==> src/rtl/bp_pkg.sv <==
// Shared types and constants for the branch predictor slice.
// Holds the 2-bit counter encoding, the PC width and the default sizes.
// No logic; imported by the interface, the counter and the top.
package bp_pkg;

  localparam int PC_W            = 16;
  localparam int DEF_NUM_ENTRIES = 8;
  localparam int DEF_STAT_W      = 16;

  // Direction counter; bit 1 is the predicted direction.
  typedef enum logic [1:0] {
    STRONG_NT = 2'b00,
    WEAK_NT   = 2'b01,
    WEAK_T    = 2'b10,
    STRONG_T  = 2'b11
  } ctr_e;

endpackage

==> src/rtl/branch_predictor_if.sv <==
// Fetch-lookup / decode-update bundle between the pipeline and the predictor.
// Purely wires; timing is set by the modules on either side.
// No backpressure: the pipeline gates enable/wen itself while stalled.
//   master : pipeline side (drives fetch PC and resolved-branch info)
//   slave  : predictor side (drives prediction, flush request, statistics)
interface branch_predictor_if
  import bp_pkg::*;
#(
  parameter int STAT_W = DEF_STAT_W
);

  logic              enable;
  logic [PC_W-1:0]   PC_curr;
  logic              wen;
  logic [PC_W-1:0]   IF_ID_PC_curr;
  logic              IF_ID_predicted_taken;
  logic [PC_W-1:0]   IF_ID_predicted_target;
  logic              actual_taken;
  logic [PC_W-1:0]   actual_target;
  logic              predicted_taken;
  logic [PC_W-1:0]   predicted_target;
  logic              mispredicted;
  logic [STAT_W-1:0] branch_count;
  logic [STAT_W-1:0] mispredict_count;

  modport master (
    output enable, PC_curr, wen, IF_ID_PC_curr, IF_ID_predicted_taken,
           IF_ID_predicted_target, actual_taken, actual_target,
    input  predicted_taken, predicted_target, mispredicted,
           branch_count, mispredict_count
  );

  modport slave (
    input  enable, PC_curr, wen, IF_ID_PC_curr, IF_ID_predicted_taken,
           IF_ID_predicted_target, actual_taken, actual_target,
    output predicted_taken, predicted_target, mispredicted,
           branch_count, mispredict_count
  );

endinterface

==> src/rtl/sat_counter_2b.sv <==
// 2-bit saturating direction counter next-state function.
// Combinational, 0 cycles.
// No backpressure.
//   state/taken in, next_state out; saturates at STRONG_T and STRONG_NT.
module sat_counter_2b
  import bp_pkg::*;
(
  input  ctr_e state,
  input  logic taken,
  output ctr_e next_state
);

  always_comb begin
    next_state = state;
    unique case (state)
      STRONG_NT: next_state = taken ? WEAK_NT  : STRONG_NT;
      WEAK_NT:   next_state = taken ? WEAK_T   : STRONG_NT;
      WEAK_T:    next_state = taken ? STRONG_T : WEAK_NT;
      STRONG_T:  next_state = taken ? STRONG_T : WEAK_T;
      default:   next_state = state;
    endcase
  end

endmodule

==> src/rtl/branch_predictor.sv <==
// Direct-mapped BTB with 2-bit direction counters and branch statistics.
// Lookup and mispredict flag are combinational; table updates on the next clk.
// No backpressure: enable/wen are gated upstream while the pipe is stalled.
//   clk, rst_n (sync, active-low) plain ports; everything else on bus (slave).
module branch_predictor
  import bp_pkg::*;
#(
  parameter int NUM_ENTRIES = DEF_NUM_ENTRIES,
  parameter int STAT_W      = DEF_STAT_W
) (
  input logic              clk,
  input logic              rst_n,
  branch_predictor_if.slave bus
);

  localparam int IDX_W = $clog2(NUM_ENTRIES);
  localparam int TAG_W = PC_W - IDX_W - 1;
  localparam logic [STAT_W-1:0] STAT_ONE = {{(STAT_W-1){1'b0}}, 1'b1};

  logic             valid_q  [NUM_ENTRIES];
  logic [TAG_W-1:0] tag_q    [NUM_ENTRIES];
  logic [PC_W-1:0]  target_q [NUM_ENTRIES];
  ctr_e             ctr_q    [NUM_ENTRIES];

  logic [STAT_W-1:0] branch_count_q;
  logic [STAT_W-1:0] mispredict_count_q;

  // PC bit 0 never selects an instruction slot.
  logic pc_lsb_unused;
  assign pc_lsb_unused = bus.PC_curr[0] ^ bus.IF_ID_PC_curr[0];

  // Fetch-side lookup reads registered state only, so a same-cycle update
  // to the same index is not visible until the following cycle.
  logic [IDX_W-1:0] rd_idx;
  logic [TAG_W-1:0] rd_tag;
  logic             rd_hit;
  assign rd_idx = bus.PC_curr[IDX_W:1];
  assign rd_tag = bus.PC_curr[PC_W-1:IDX_W+1];
  assign rd_hit = valid_q[rd_idx] && (tag_q[rd_idx] == rd_tag);

  assign bus.predicted_taken  = bus.enable && rd_hit && ctr_q[rd_idx][1];
  assign bus.predicted_target = bus.predicted_taken ? target_q[rd_idx] : '0;

  // Flush when direction was wrong, or when taken but sent to the wrong place.
  assign bus.mispredicted = bus.wen &&
      ((bus.actual_taken != bus.IF_ID_predicted_taken) ||
       (bus.actual_taken && (bus.actual_target != bus.IF_ID_predicted_target)));

  logic [IDX_W-1:0] wr_idx;
  logic [TAG_W-1:0] wr_tag;
  logic             wr_hit;
  ctr_e             wr_ctr_next;
  assign wr_idx = bus.IF_ID_PC_curr[IDX_W:1];
  assign wr_tag = bus.IF_ID_PC_curr[PC_W-1:IDX_W+1];
  assign wr_hit = valid_q[wr_idx] && (tag_q[wr_idx] == wr_tag);

  sat_counter_2b u_sat_counter (
    .state      (ctr_q[wr_idx]),
    .taken      (bus.actual_taken),
    .next_state (wr_ctr_next)
  );

  always_ff @(posedge clk) begin
    if (!rst_n) begin
      for (int i = 0; i < NUM_ENTRIES; i++) begin
        valid_q[i]  <= 1'b0;
        tag_q[i]    <= '0;
        target_q[i] <= '0;
        ctr_q[i]    <= WEAK_NT;
      end
      branch_count_q     <= '0;
      mispredict_count_q <= '0;
    end else if (bus.wen) begin
      if (wr_hit) begin
        ctr_q[wr_idx] <= wr_ctr_next;
        if (bus.actual_taken) target_q[wr_idx] <= bus.actual_target;
      end else begin
        // Miss (cold or tag alias): replace the entry, start weakly biased.
        valid_q[wr_idx]  <= 1'b1;
        tag_q[wr_idx]    <= wr_tag;
        target_q[wr_idx] <= bus.actual_target;
        ctr_q[wr_idx]    <= bus.actual_taken ? WEAK_T : WEAK_NT;
      end
      if (branch_count_q != '1)
        branch_count_q <= branch_count_q + STAT_ONE;
      if (bus.mispredicted && (mispredict_count_q != '1))
        mispredict_count_q <= mispredict_count_q + STAT_ONE;
    end
  end

  assign bus.branch_count     = branch_count_q;
  assign bus.mispredict_count = mispredict_count_q;

endmodule

==> src/flat_wrapper.sv <==
// flat-port wrapper written by rule: the top's interface ports become plain ports
module branch_predictor_flat import bp_pkg::*;
#(
  parameter int NUM_ENTRIES = DEF_NUM_ENTRIES,
  parameter int STAT_W      = DEF_STAT_W
)
  (clk, rst_n, bus_enable, bus_PC_curr, bus_wen, bus_IF_ID_PC_curr, bus_IF_ID_predicted_taken, bus_IF_ID_predicted_target, bus_actual_taken, bus_actual_target, bus_predicted_taken, bus_predicted_target, bus_mispredicted, bus_branch_count, bus_mispredict_count);
  branch_predictor_if #(.STAT_W(STAT_W)) bus_i ();
  input logic clk;
  input logic rst_n;
  input wire logic [$bits(bus_i.enable)-1:0] bus_enable;
  input wire logic [$bits(bus_i.PC_curr)-1:0] bus_PC_curr;
  input wire logic [$bits(bus_i.wen)-1:0] bus_wen;
  input wire logic [$bits(bus_i.IF_ID_PC_curr)-1:0] bus_IF_ID_PC_curr;
  input wire logic [$bits(bus_i.IF_ID_predicted_taken)-1:0] bus_IF_ID_predicted_taken;
  input wire logic [$bits(bus_i.IF_ID_predicted_target)-1:0] bus_IF_ID_predicted_target;
  input wire logic [$bits(bus_i.actual_taken)-1:0] bus_actual_taken;
  input wire logic [$bits(bus_i.actual_target)-1:0] bus_actual_target;
  output wire logic [$bits(bus_i.predicted_taken)-1:0] bus_predicted_taken;
  output wire logic [$bits(bus_i.predicted_target)-1:0] bus_predicted_target;
  output wire logic [$bits(bus_i.mispredicted)-1:0] bus_mispredicted;
  output wire logic [$bits(bus_i.branch_count)-1:0] bus_branch_count;
  output wire logic [$bits(bus_i.mispredict_count)-1:0] bus_mispredict_count;
  assign bus_i.enable = bus_enable;
  assign bus_i.PC_curr = bus_PC_curr;
  assign bus_i.wen = bus_wen;
  assign bus_i.IF_ID_PC_curr = bus_IF_ID_PC_curr;
  assign bus_i.IF_ID_predicted_taken = bus_IF_ID_predicted_taken;
  assign bus_i.IF_ID_predicted_target = bus_IF_ID_predicted_target;
  assign bus_i.actual_taken = bus_actual_taken;
  assign bus_i.actual_target = bus_actual_target;
  assign bus_predicted_taken = bus_i.predicted_taken;
  assign bus_predicted_target = bus_i.predicted_target;
  assign bus_mispredicted = bus_i.mispredicted;
  assign bus_branch_count = bus_i.branch_count;
  assign bus_mispredict_count = bus_i.mispredict_count;
  branch_predictor #(.NUM_ENTRIES(NUM_ENTRIES), .STAT_W(STAT_W)) u_core (.clk(clk), .rst_n(rst_n), .bus(bus_i));
endmodule
==> config.mk <==
export PLATFORM = sky130hd
export DESIGN_NAME = branch_predictor_flat
export DESIGN_NICKNAME = d
export VERILOG_FILES = /design/src/rtl/bp_pkg.sv /design/src/rtl/branch_predictor_if.sv /design/src/rtl/sat_counter_2b.sv /design/src/rtl/branch_predictor.sv /design/src/flat_wrapper.sv
export SDC_FILE = /design/constraint.sdc
export NUM_CORES = 1
export LEC_CHECK = 0
export CAP_MARGIN = 30
export CORE_ASPECT_RATIO = 0.75
export CORE_MARGIN = 3
export CORE_UTILIZATION = 53
export DETAILED_ROUTE_END_ITERATION = 16
export GPL_ROUTABILITY_DRIVEN = 0
export PLACE_DENSITY = 0.76
export SLEW_MARGIN = 15
export SYNTH_ARGS = -nofsm -noshare
export SYNTH_HDL_FRONTEND = slang
export SYNTH_HIERARCHICAL = 1
export SYNTH_SLANG_ARGS = --single-unit
==> constraint.sdc <==
create_clock -name clk -period 4.74 [get_ports clk]
set_clock_uncertainty 0.1 [all_clocks]
set_input_delay 1.422 -clock clk [delete_from_list [all_inputs] [get_ports clk]]
set_output_delay 1.422 -clock clk [all_outputs]
set_load 0.02 [all_outputs]
==> impl_metrics.csv, run 1 <==
group,metric,value,unit
status,outcome,"finished with violations",
status,violations,"negative setup slack",
layout,utilization,68.0,%
worst_setup_path,worstSetupPathType,"input port to output port",
worst_setup_path,end_kind,"output port",
yosys,synth_common_cells,"edfxtp_1 (240), and3_1 (227), mux4_2 (71)",
floorplan,initial_core_util,54.6,%
layout,multi_input_area,6160,um2
floorplan,die_y,149,um
floorplan,core-area,26400,um2
pwr,p_per_area,326,nW/um2
yosys,synth_edf_count,240,
routing,vias,10300,
yosys,yosysMostFrequentCell,"edfxtp_1",
global_route,grt_pass1_wl,61200,um
clock_tree,htree_levels,1,
place,hpwl,25600,um
sta,rsz0062_at_grt,"true",
yosys,ys.flop_type,"edfxtp_1",
layout,diodes,0,
yosys,synth_cell_types,50,
worst_setup_path,crit_required,3220,ps
routing,drc,0,
floorplan,die_w,196,um
pwr,leakage,7.15,nW
yosys,syn_area_per_cell,12.9,um2
sta,fin_crit_sh,107,%
yosys,synth_top_area_share,50.1,%
yosys,syn_inst,1116,
global_route,grt_usage,27.4,%
yosys,async_reset_ff_share,0,%
yosys,synth-seq-cells,280,
routing,antenna_left,0,
sta,fmax,0.198,GHz
floorplan,dieArea,29200,um2
sta,slew_violations,0,
layout,design_area,17900,um2
global_route,grt.overflow.total,0,
floorplan,rows,51,
global_route,grt_pass1_vias,10400,
clock_tree,cts_made_buffers,28,
yosys,syn-cell-area,14400,um2
routing,firstDrtPassIters,7,
clock_tree,cts.reportedPaths.clkPinSlew,70,ps
sta,setup_viol,17,
hold_path,hold_path.class,"flip-flop to flip-flop",
yosys,yosysSeqAreaShare,55.7,%
yosys,synth_area_leaders,"edfxtp_1 (50%), mux4_2 (11%), and3_1 (9.9%)",
sta,setup_tns,-4930,ps
sta,hold_viol,0,
clock_tree,clock_latency,540,ps
yosys,syn_nets,1188,
layout,fillers,1847,
layout,nets,1349,
sta,setup_slack,-319,ps
place,place_area,16700,um2
worst_setup_path,worstPathArrival,3540,ps
sta,worst_pin_slew,808,ps
routing,wirelength,40000,um
sta,min_period,5060,ps
pwr,ir_worst_vdd,0.286,mV
clock_tree,cts_tree,"built",
yosys,yosys_warnings,6,
layout,seqCellArea,8010,um2
clock_tree,root_buffer,"clkbuf_16",
layout,area_growth,24.6,%
global_route,antenna_found_initial,1,
place,numPortBuffers,117,
yosys,synth_top_area_cell,"edfxtp_1",
worst_setup_path,worstPathMaxFanout,8,
pwr,p_total,5.85,mW
routing,post_drt_wl_per_cell,24.4,um
clock_tree,clockBufferDepth,3,
run,drv_cap,0,
floorplan,ioPinCount,120,
routing,drt_iter0_markers,1236,
global_route,grt_max_degree,129,
worst_setup_path,startpoint_type,"input port",
clock_tree,cts_hold_buffers,0,
clock_tree,cts.sinks,280,
sta,relSlewSlack,46.1,%
routing,vias_per_cell,6.28,
layout,drive_gt1_share,22.9,%
[where the power goes]
group	internal [mW]	switching, mW	leakage [nW]
Combinational	0.358	0.373	4.06
Clock	1.32	0.923	0.458
Sequential	2.81	0.0613	2.63
Total	4.49	1.36	7.15
[cells by family after synthesis]
kind of cell / share of synthesized area [%]
buffers and inverters: 3.10
muxes: 16.8
adders and majority gates: 0.331
xor gates and xnor gates: 3.47
and+or+nand+nor: 17.5
DFF: 55.7
AOI/OAI and AO/OA: 3.07
[registers in the layout, summed over array words and instances (netlist names)]
name and flops:
u_core/bus.mispredict_count 16, u_core/valid_q 8, u_core/bus.branch_count 16, u_core/tag_q 96, u_core/ctr_q 16, u_core/target_q 128
[per-stage QoR]
stage / hold slack, ps / cells / setup slack [ps]
after floorplan: 338 / 1116 / -11.4
final: 381 / 1643 / -319
after CTS: 376 / 1645 / -404
after global placement: 358 / 1585 / -1080
after detailed placement: 366 / 1585 / -1070
after global routing: 391 / 1643 / -410
[repair_timing]
action,CTS,global route
endpoints found under the setup margin,18,18
endpoints found under the hold margin,0,0
setup buffers,5,0
gates cloned,3,0
pin swaps,12,14
gates resized for setup,136,18
[layer usage]
metal,vias to the layer above,track usage [%],routed length [um]
met5,-,0,13
li1,4605,-,-
met3,57,6.39,4580
met1,5084,40.4,16400
met2,576,42.4,18300
met4,2,5.24,687
[path summary, 6_finish.rpt]
kind | from | to | slack, ps | cells after the start
worst min register to register | u_core/valid_q[0] | u_core/valid_q[0] | 380 | 2
worst min-delay path | u_core/valid_q[0] | u_core/valid_q[0] | 380 | 2
worst max register to register | u_core/tag_q[0][0] | u_core/tag_q[4][9] | 1720 | 9
worst max-delay path | bus_PC_curr[1] | bus_predicted_target[15] | -320 | 11
[layout make-up]
class                      count  share of cell area, %
tap                          344                   2.40
timing repair buffer         223                   13.2
clock inverter                16                  0.859
inverter                       8                  0.168
multi-input combinational    736                   34.4
sequential                   280                   44.7
clock buffer                  36                   4.36
[layout by cell type, fill, tap and decap left out, drive strengths merged, types with 22 or more instances in the layout]
| master | count |
|---|---|
| and3 | 227 |
| buf | 128 |
| clkbuf | 36 |
| clkdlybuf4s50 | 94 |
| dfxtp | 40 |
| edfxtp | 240 |
| mux2i | 65 |
| mux4 | 71 |
| nand2 | 68 |
| nand3 | 22 |
| nor2 | 57 |
| o21ai | 25 |
| xnor2 | 32 |
| xor2 | 25 |
[worst max-delay path: stages]
cell	delay, ps
buf_16	120
buf_12	140
mux4_2	530
mux2i_4	210
xnor2_2	100
nor4_2	350
nand3_2	120
buf_6	160
buf_12	160
nor2_4	110
buf_6	120
Note: power is estimated with default switching activity, not from simulation.
==> run 2, diff against run 1 <==
--- a/config.mk
+++ b/config.mk
@@ -9,6 +9,7 @@
 export CORE_ASPECT_RATIO = 0.75
 export CORE_MARGIN = 3
 export CORE_UTILIZATION = 53
+export CTS_CLUSTER_DIAMETER = 120
 export DETAILED_ROUTE_END_ITERATION = 16
 export GPL_ROUTABILITY_DRIVEN = 0
 export PLACE_DENSITY = 0.76
==> results of run 2 <==
Final layout, timing and power as in run 1 (identical DEF).
==> run 3, diff against run 2 <==
--- a/config.mk
+++ b/config.mk
@@ -13,7 +13,7 @@
 export DETAILED_ROUTE_END_ITERATION = 16
 export GPL_ROUTABILITY_DRIVEN = 0
 export PLACE_DENSITY = 0.76
-export SLEW_MARGIN = 15
+export SLEW_MARGIN = 20
 export SYNTH_ARGS = -nofsm -noshare
 export SYNTH_HDL_FRONTEND = slang
 export SYNTH_HIERARCHICAL = 1
==> results of run 3 <==
Final layout, timing and power as in run 1 (identical DEF).
==> edit (config.mk and constraints of run 1) <==
`DEF_NUM_ENTRIES`: 8 -> 16.
--- a/src/rtl/bp_pkg.sv
+++ b/src/rtl/bp_pkg.sv
@@ -5,5 +5,5 @@
 
   localparam int PC_W            = 16;
-  localparam int DEF_NUM_ENTRIES = 8;
+  localparam int DEF_NUM_ENTRIES = 16;
   localparam int DEF_STAT_W      = 16;
 
Function: changed (Yosys sat finds a counterexample within 4 cycles, from zero or initial values and one cycle with rst_n low).
==> edit against run 1 <==
The run still ends with setup timing left. Area after synthesis is 85% higher. Worst hold slack better by 3.2 ps. Sequential power is 84% higher. Power is 81% higher. Die area is 82% higher. Via count is 83% higher. Design area is 79% higher. Count of clock-buffer cells in the layout is 38 higher. Utilization is 2.8 points lower. Setup slack worse by 620 ps. Routed wire length is 100% higher. Sequential cell count is 232 higher. First-iteration DRC count is 120% higher.
==> edit: results (changes against run 1) <==
INFO  metric cpMaxStageDelayCell = or4_4 (was mux4_2)
INFO  metric count_of_nets_after_finishing = 2153 (was 1349)
INFO  metric synth.cells.most_frequent = 464 x edfxtp_1, 432 x nor3b_1, 163 x mux4_2, 119 x clkbuf_1 (was 240 x edfxtp_1, 227 x and3_1, 71 x mux4_2, 68 x nand2_1, 65 x mux2i_1)
INFO  metric status = finished with violations (unchanged)
INFO  metric first_global_vias = 18700 (was 10400)
INFO  metric total_of_fill_cells_in_the_finished_design = 3379 (was 1847)
INFO  metric signal_buffers = 340 (was 223)
INFO  metric regToRegSetupSlack = 1310 ps (was 1720 ps)
INFO  metric relSlewSlack = 35.7% (was 46.1%)
INFO  metric timing.setup.tns = -15470 ps (was -4930 ps)
INFO  metric violations_in_the_final_reports = setup timing (unchanged)
INFO  metric syn-mean-instance-area = 14.0 um^2 (was 12.9 um^2)
INFO  metric global_route_wire_length_before_repair = 121000 um (was 61200 um)
INFO  metric dp.final_hpwl = 54100 um (was 25600 um)
INFO  metric synth_fp_nets = 1976 (was 1188)
INFO  metric fin_ws = -942 ps (was -319 ps)
INFO  metric grt_antenna_before_repair = 4 (was 1)
INFO  metric antenna_cells = 1 (was 0)
INFO  metric largestRegisters = u_core/target_q x256, u_core/tag_q x176, u_core/ctr_q x32 (was u_core/target_q x128, u_core/tag_q x96)
INFO  metric comb.multi_input.count = 1168 (was 736)
INFO  metric cts_buffers = 51 (was 28)
INFO  metric worstPathArrival = 4160 ps (was 3540 ps)
INFO  metric timing.final.setup_violations = 17 (unchanged)
INFO  metric dpl.cell_count = 2667 (was 1585)
INFO  metric grt.met1_usage = 42.2% (was 40.4%)
INFO  metric synth_edf_count = 464 (was 240)
INFO  metric drive_gt1_share = 26.7% (was 22.9%)
INFO  metric yosysSeqAreaShare = 55.9% (was 55.7%)
INFO  metric number_of_sequential_storage_elements = 512 (was 280)
INFO  metric finish.utilization = 65.2% (was 68.0%)
INFO  metric met3_usage_grt = 10.4% (was 6.39%)
INFO  metric cts_max_level = 2 (was 1)
INFO  metric globalRouteTotalUtil = 30.5% (was 27.4%)
INFO  metric clockBufferCount = 74 (was 36)
INFO  metric area_share_nonclk_buffers = 11.5% (was 13.2%)
INFO  metric max-vdd-ir-drop = 0.000232 V (was 0.000286 V)
INFO  metric detail_route.vias_per_cell = 6.83 (was 6.28)
INFO  metric sequential_cell_area = 0.0149 mm^2 (was 0.00801 mm^2)
INFO  metric worst_hold_margin = 384 ps (was 381 ps)
INFO  metric worst_skew_pair.late_latency = 610 ps (was 540 ps)
INFO  metric detailedRoute.firstIterationViolations = 2731 (was 1236)
INFO  metric drtPass1Iterations = 6 (was 7)
[edit: worst paths after layout]
path | cells after the start | from | endpoint
setup / recovery | 10 | bus_PC_curr[1] | bus_predicted_target[10]
setup reg to reg | 9 | u_core/tag_q[15][8]$_SDFFCE_PN0P_ | u_core/tag_q[9][2]$_SDFFCE_PN0P_
hold reg to reg | 2 | u_core/valid_q[7]$_DFF_P_ | u_core/valid_q[7]$_DFF_P_
hold / removal | 2 | u_core/valid_q[7]$_DFF_P_ | u_core/valid_q[7]$_DFF_P_
[edit: cell families after synthesis]
| logic type | count (synthesis) | share of synthesized area, % |
|---|---|---|
| buffers and inverters | 224 | 3.88 |
| AOI/OAI and AO/OA | 128 | 3.11 |
| xor gates and xnor gates | 58 | 1.91 |
| and+or+nand+nor | 716 | 17.4 |
| muxes | 262 | 17.6 |
| adders and majority gates | 4 | 0.178 |
| DFF | 512 | 55.9 |
[edit: where the power goes]
| group | internal, mW | switching, mW | leakage [nW] |
|---|---|---|---|
| Sequential | 5.16 | 0.123 | 4.82 |
| Clock | 2.30 | 1.75 | 0.812 |
| Combinational | 0.636 | 0.639 | 4.84 |
| Total | 8.09 | 2.52 | 10.5 |
[edit: metal layers]
layer / share of wire [%] / vias to the layer above / wire length [um]
met5: 0.027 / - / 22
met4: 3.9 / 4 / 3160
met3: 14 / 230 / 11300
met2: 45 / 1440 / 36600
met1: 38 / 9517 / 30700
li1: - / 7744 / -
[edit: worst register-to-register path: cells and delay by family, from the launching register on]
kind            cells  cell delay (ps)
simple gates        2              380
buf+inv             2              640
flops               1              480
compound gates      2              570
xor+xnor            1              250
mux                 2              760
[edit: repair_timing]
item / CTS / global route
setup buffers: 1 / 3
setup endpoints to repair: 18 / 18
pin swaps: 4 / 7
gates resized for setup: 132 / 18
cloned: 4 / 1
